<file path="src/rtl/spi_slave.sv">
`default_nettype none
// ============================================================================
// Module      : spi_slave
// Description : SPI target core. Oversamples sclk/ss/mosi with wb_clk_i and
//               shifts WIDTH-bit words in all four CPOL/CPHA modes, MSB/LSB.
// Revision    : 1.0 - initial release
// ============================================================================
module spi_slave #(
    parameter int WIDTH       = 8,
    parameter int SYNC_STAGES = 2
) (
    input  logic             wb_clk_i,
    input  logic             wb_rst_i,
    input  logic             cpol,
    input  logic             cpha,
    input  logic             lsb,
    input  logic [WIDTH-1:0] tx_dat_i,
    input  logic             tx_vld_i,
    output logic             tx_rdy_o,
    output logic [WIDTH-1:0] rx_dat_o,
    output logic             rx_vld_o,
    output logic             tx_unf_o,
    output logic             busy_o,
    input  logic             ss_pad_i,
    input  logic             sclk_pad_i,
    input  logic             mosi_pad_i,
    output logic             miso_pad_o,
    output logic             miso_oe_o
);

    localparam int               c_cnt_w = $clog2(WIDTH + 1);
    localparam logic [c_cnt_w-1:0] c_last  = c_cnt_w'(WIDTH - 1);
    localparam logic [c_cnt_w-1:0] c_one   = c_cnt_w'(1);

    typedef enum logic [0:0] {
        ST_IDLE  = 1'b0,
        ST_SHIFT = 1'b1
    } state_t;

    state_t r_state;
    state_t w_state_nxt;

    logic [SYNC_STAGES-1:0] r_ss_sync;
    logic [SYNC_STAGES-1:0] r_sclk_sync;
    logic [SYNC_STAGES-1:0] r_mosi_sync;
    logic                   r_ss_d;
    logic                   r_sclk_d;

    logic                   r_cpol;
    logic                   r_cpha;
    logic                   r_lsb;

    logic [WIDTH-1:0]       r_hold;
    logic                   r_hold_full;
    logic [WIDTH-1:0]       r_shift_tx;
    logic [WIDTH-1:0]       r_shift_rx;
    logic [c_cnt_w-1:0]     r_bit_cnt;
    logic                   r_done;
    logic [WIDTH-1:0]       r_rx_dat;
    logic                   r_rx_vld;
    logic                   r_tx_unf;
    logic                   r_miso;

    logic                   w_ss_s;
    logic                   w_sclk_s;
    logic                   w_mosi_s;
    logic                   w_ss_fall;
    logic                   w_edge;
    logic                   w_lead;
    logic                   w_trail;
    logic                   w_sample;
    logic                   w_shift_edge;
    logic                   w_load;
    logic                   w_busy;
    logic                   w_ld_cpha;
    logic                   w_ld_lsb;
    logic [WIDTH-1:0]       w_ld_word;
    logic                   w_hold_wr;

    function automatic logic f_first(input logic [WIDTH-1:0] v, input logic l);
        return l ? v[0] : v[WIDTH-1];
    endfunction

    function automatic logic [WIDTH-1:0] f_adv(input logic [WIDTH-1:0] v, input logic l);
        return l ? {1'b0, v[WIDTH-1:1]} : {v[WIDTH-2:0], 1'b0};
    endfunction

    // Pad synchronizers; ss resets low so a select held low through reset never looks like a fall.
    always_ff @(posedge wb_clk_i) begin
        if (wb_rst_i) begin
            r_ss_sync   <= '0;
            r_sclk_sync <= '0;
            r_mosi_sync <= '0;
            r_ss_d      <= 1'b0;
            r_sclk_d    <= 1'b0;
        end else begin
            r_ss_sync   <= {r_ss_sync[SYNC_STAGES-2:0], ss_pad_i};
            r_sclk_sync <= {r_sclk_sync[SYNC_STAGES-2:0], sclk_pad_i};
            r_mosi_sync <= {r_mosi_sync[SYNC_STAGES-2:0], mosi_pad_i};
            r_ss_d      <= w_ss_s;
            r_sclk_d    <= w_sclk_s;
        end
    end

    assign w_ss_s    = r_ss_sync[SYNC_STAGES-1];
    assign w_sclk_s  = r_sclk_sync[SYNC_STAGES-1];
    assign w_mosi_s  = r_mosi_sync[SYNC_STAGES-1];
    assign w_ss_fall = r_ss_d & ~w_ss_s;

    assign w_edge    = w_sclk_s ^ r_sclk_d;
    assign w_lead    = w_edge & (w_sclk_s != r_cpol);
    assign w_trail   = w_edge & (w_sclk_s == r_cpol);
    assign w_sample  = (r_state == ST_SHIFT) & (r_cpha ? w_trail : w_lead);
    // With cpha=0 the word-load already drove bit 0, so the shift edge at count 0 is skipped.
    assign w_shift_edge = (r_state == ST_SHIFT) & ~w_ss_s & (r_cpha ? w_lead : w_trail)
                        & ~(~r_cpha & (r_bit_cnt == '0));

    always_ff @(posedge wb_clk_i) begin
        if (wb_rst_i) begin
            r_state <= ST_IDLE;
        end else begin
            r_state <= w_state_nxt;
        end
    end

    always_comb begin
        w_state_nxt = r_state;
        w_load      = 1'b0;
        w_busy      = 1'b0;
        case (r_state)
            ST_IDLE: begin
                if (w_ss_fall) begin
                    w_state_nxt = ST_SHIFT;
                    w_load      = 1'b1;
                end
            end
            ST_SHIFT: begin
                w_busy = 1'b1;
                if (w_ss_s) begin
                    w_state_nxt = ST_IDLE;
                end else if (r_done) begin
                    w_load = 1'b1;
                end
            end
            default: w_state_nxt = ST_IDLE;
        endcase
    end

    // The load at ss fall must use the live mode pins since they latch in that same cycle.
    assign w_ld_cpha = (r_state == ST_IDLE) ? cpha : r_cpha;
    assign w_ld_lsb  = (r_state == ST_IDLE) ? lsb  : r_lsb;
    assign w_ld_word = r_hold_full ? r_hold : '0;
    assign w_hold_wr = tx_vld_i & ~r_hold_full;

    always_ff @(posedge wb_clk_i) begin
        if (wb_rst_i) begin
            r_cpol      <= 1'b0;
            r_cpha      <= 1'b0;
            r_lsb       <= 1'b0;
            r_hold      <= '0;
            r_hold_full <= 1'b0;
            r_shift_tx  <= '0;
            r_shift_rx  <= '0;
            r_bit_cnt   <= '0;
            r_done      <= 1'b0;
            r_rx_dat    <= '0;
            r_rx_vld    <= 1'b0;
            r_tx_unf    <= 1'b0;
            r_miso      <= 1'b0;
        end else begin
            r_rx_vld <= 1'b0;
            r_tx_unf <= 1'b0;

            if (w_load && (r_state == ST_IDLE)) begin
                r_cpol <= cpol;
                r_cpha <= cpha;
                r_lsb  <= lsb;
            end

            if (w_hold_wr) begin
                r_hold      <= tx_dat_i;
                r_hold_full <= 1'b1;
            end

            if (r_done) begin
                r_rx_dat <= r_shift_rx;
                r_rx_vld <= 1'b1;
                r_done   <= 1'b0;
            end

            if (w_sample) begin
                r_shift_rx <= r_lsb ? {w_mosi_s, r_shift_rx[WIDTH-1:1]}
                                    : {r_shift_rx[WIDTH-2:0], w_mosi_s};
                r_bit_cnt  <= r_bit_cnt + c_one;
                if (r_bit_cnt == c_last) begin
                    r_done <= 1'b1;
                end
            end

            if (w_shift_edge) begin
                r_miso     <= f_first(r_shift_tx, r_lsb);
                r_shift_tx <= f_adv(r_shift_tx, r_lsb);
            end

            if (w_load) begin
                r_bit_cnt <= '0;
                r_tx_unf  <= ~r_hold_full;
                if (r_hold_full) begin
                    r_hold_full <= 1'b0;
                end
                if (!w_ld_cpha) begin
                    r_miso     <= f_first(w_ld_word, w_ld_lsb);
                    r_shift_tx <= f_adv(w_ld_word, w_ld_lsb);
                end else begin
                    r_shift_tx <= w_ld_word;
                end
            end

            if ((r_state == ST_SHIFT) && w_ss_s) begin
                r_bit_cnt <= '0;
                r_miso    <= 1'b0;
            end
        end
    end

    assign tx_rdy_o   = ~r_hold_full;
    assign rx_dat_o   = r_rx_dat;
    assign rx_vld_o   = r_rx_vld;
    assign tx_unf_o   = r_tx_unf;
    assign busy_o     = w_busy;
    assign miso_oe_o  = w_busy;
    assign miso_pad_o = r_miso;

endmodule
`default_nettype wire

</file>
<file path="config.mk">
export PLATFORM = sky130hd
export DESIGN_NAME = spi_slave
export DESIGN_NICKNAME = d
export VERILOG_FILES = /design/src/rtl/spi_slave.sv
export SDC_FILE = /design/constraint.sdc
export NUM_CORES = 1
export LEC_CHECK = 0
export ABC_CLOCK_PERIOD_IN_PS = 3400
export CAP_MARGIN = 20
export CELL_PAD_IN_SITES_DETAIL_PLACEMENT = 1
export CELL_PAD_IN_SITES_GLOBAL_PLACEMENT = 1
export CORE_ASPECT_RATIO = 2
export CORE_UTILIZATION = 40
export DETAILED_ROUTE_END_ITERATION = 12
export GPL_ROUTABILITY_DRIVEN = 0
export PLACE_DENSITY = 0.88
export RECOVER_POWER = 100
export SLEW_MARGIN = 20
export SYNTH_ARGS = -nofsm -noshare
export SYNTH_HDL_FRONTEND = slang
export SYNTH_SLANG_ARGS = --single-unit
</file>
<file path="constraint.sdc">
create_clock -name wb_clk_i -period 3.4 [get_ports wb_clk_i]
set_input_delay 0.68 -clock wb_clk_i [delete_from_list [all_inputs] [get_ports wb_clk_i]]
set_output_delay 0.68 -clock wb_clk_i [all_outputs]
set_load 0.01 [all_outputs]
</file>
==> out/metrics.cfg <==
[grt]
grt_pass1_wl_um = 10320
grt_overflow = 0
grtUsageTotal = 0.2042
busiest_layer = met2
use_met1 = 0.1940
antenna_found_initial = 0
grt_max_degree = 46
use_met3 = 0.04195
met2_usage = 0.3854
grt_pass1_vias = 2196

[route]
detail_route.wl_per_cell_um = 17.67
detail-route-antenna-nets = 0
drtPass1Iterations = 8
vias = 2110
route.detailed.drc = 1
wirelength_um = 6291
vias_per_cell = 5.927
drt_first_iter_violations = 69

[layout]
nets = 312
diodes = 0
fill_cells = 695
syn_to_final_growth_pct = 18.10
drive_gt1_frac = 0.09215

[setup_path]
critPathCaptureType = primary output
criticalPathCategory = flop to primary output
critPathRequiredTime_ns = 2.72
cp-start-kind = flop
path_max_fanout = 17
arrival_ns = 2.19

[worst_hold_path]
min_path_type = flop to flop

[power]
power_switching_share = 0.2351
p_int_uw = 950.8
pwr-share-clk = 0.395
power_density_mw_per_mm2 = 420.6
p_seq_frac = 0.526
power.switching_uw = 292.3
leakage_uw = 0.001052
peakVddDrop_mv = 0.4914
combPwrFrac = 0.079

[yosys]
yosysWarnings = 0
synth_common_cells = dfxtp_1, mux2i_1, a21oi_1
synth.most_common_cell = dfxtp_1
synth-seq-cells = 53
synth_top_family_by_area = simple AND/OR/NAND/NOR gates
synth_area_per_cell_um2 = 9.200
syn_nets = 291
synthAdderAreaFrac = 0.01000
synth_simple_gate_area_share = 0.1915
muxShareOfSynthArea = 0.1505
synth-main-ff-cell = dfxtp_1
synth-edff-count = 0
netlist_area_mm2 = 0.002502
synth_area_leaders = dfxtp_1, mux2i_1, a21oi_1
syn_inst = 272
synth.top_cell.area_share = 0.4240
seq_area_frac_synth = 0.4240
synth_xor_area_frac = 0.003500
synth-compound-area-share = 0.1750
synth.distinct_cells = 45
synth_top_area_cell = dfxtp_1
async_flop_share = 0

[clocking]
clock_latency_ns = 0.29
cts_max_path_buffers = 2
holdBufCountCts = 0
clk_pin_slew_ns = 0.07
cts_resized = 0
numCtsBuffers = 5
h-tree-depth = 2
postCtsSetupBuffers = 0
cts_tree = built
clock_sinks = 53
cts_root_buf = clkbuf_16

[timing]
drv_slew = 0
finClkSkew_ns = 0.009270
tightestPinTransition_ns = 1.054
max_freq_mhz = 349.0
tns_ns = 0
finalSetupViolCount = 0
fin_hold_ws_ns = 0.4381
max_slew_margin = 0.2774
rsz0062_at_grt = false
hold_violations = 0
layout_min_cycle_time_ns = 2.865
fin_crit_sh = 0.8427

[die]
core_mm2 = 0.006006
start_util = 0.4167
die_h_um = 113.9
die_area_mm2 = 0.006596
boundaryPins = 31
die_x_um = 57.93
fp-row-count = 40

[placement]
port_buffers = 30
hpwl_um = 4569

[run_status]
status = finished with violations
violations = design-rule violations

[flow_run]
drv_cap = 0

==> per-layer routing <==
metal	vias up	wire, um
met1	1038	2305
met2	30	3566
met3	18	128
met4	0	290
li1	1024	-
met5	-	0
==> cell usage in the layout (no fill, tap or decap), types with 2 or more instances in the layout <==
master / Yosys / routed
a211oi_1: 14 / 14
a21oi_1: 24 / 24
a31o_2: 7 / 7
a31oi_1: 2 / 2
buf_4: 1 / 3
clkbuf_16: 0 / 5
clkdlybuf4s50_1: 0 / 14
dfxtp_1: 53 / 53
dlygate4sd3_1: 0 / 16
ha_1: 2 / 2
inv_1: 6 / 6
mux2_2: 2 / 2
mux2i_1: 34 / 34
nand2_1: 18 / 18
nand2b_1: 2 / 2
nand3_1: 4 / 4
nand3b_1: 5 / 5
nand4_1: 3 / 3
nor2_1: 23 / 23
nor2b_1: 11 / 11
nor3_1: 3 / 3
nor3b_1: 2 / 2
o21ai_0: 8 / 8
o311a_1: 2 / 2
or3_1: 6 / 6
or4_1: 4 / 4
==> worst max-delay path, stage by stage, from the launching register on <==
cell and delay (ns):
dfxtp_1 0.77, clkbuf_1 0.44, dlygate4sd3_1 0.67
==> power groups by stage <==
stage,clock (uW),combinational (uW),sequential (uW)
after floorplan,0,65.6,657
after global placement,0,95.6,668
after detailed placement,0,99.2,668
after CTS,508,99.9,653
after global routing,534,107,655
final,491,97.8,654
==> flip-flops by register name (all words and copies together) (netlist names) <==
| name | flops |
|---|---|
| miso_pad_o | 1 |
| r_sclk_d | 1 |
| r_lsb | 1 |
| r_hold | 8 |
| r_done | 1 |
| r_hold_full | 1 |
| r_ss_d | 1 |
| tx_unf_o | 1 |
| r_state | 1 |
| r_mosi_sync | 2 |
| r_shift_tx | 8 |
| r_cpha | 1 |
| r_shift_rx | 8 |
| r_sclk_sync | 2 |
| rx_vld_o | 1 |
| r_bit_cnt | 4 |
| r_cpol | 1 |
| r_ss_sync | 2 |
| rx_dat_o | 8 |
==> cell type report <==
cell class / instances / area (um2) / area share
multi-input cells: 193 / 1328 / 0.4492
flip-flops and latches: 53 / 1061 / 0.3590
repair buffers: 34 / 326.6 / 0.1105
clock buffers: 5 / 125.1 / 0.04234
well taps: 63 / 78.83 / 0.02667
inverters: 6 / 22.52 / 0.007621
clock inverters: 2 / 13.76 / 0.004657
==> worst paths after layout <==
kind / from / endpoint / slack [ns] / cells past startpoint
hold reg to reg: r_mosi_sync[0] / r_mosi_sync[1] / 0.44 / 1
hold / removal: r_mosi_sync[0] / r_mosi_sync[1] / 0.44 / 1
setup / recovery: r_state / miso_oe_o / 0.53 / 2
setup reg to reg: r_state / r_shift_tx[7] / 0.92 / 5
==> cells by family after synthesis <==
kind of cell / Yosys count
AND/OR/NAND/NOR: 90
XOR/XNOR: 1
multiplexers: 37
flip-flops: 53
adder cells (fa/ha/maj): 2
buffers and inverters: 26
AO/OA/AOI/OAI: 63
==> stage by stage <==
| stage | std cells | area, um2 | setup slack, ns | util | power (uW) |
|---|---|---|---|---|---|
| 3_5_place_dp | 349 | 2820 | 0.9347 | 0.4696 | 766.9 |
| 2_1_floorplan | 272 | 2502 | 1.556 | - | 722.4 |
| 5_1_grt | 356 | 2955 | 0.4494 | 0.4921 | 1296 |
| 6_report | 356 | 2955 | 0.5347 | 0.4921 | 1243 |
| 3_3_place_gp | 349 | 2820 | 0.9805 | 0.4696 | 763.3 |
| 4_1_cts | 356 | 2959 | 0.8145 | 0.4927 | 1262 |
Power figures use the tool's default switching activity.
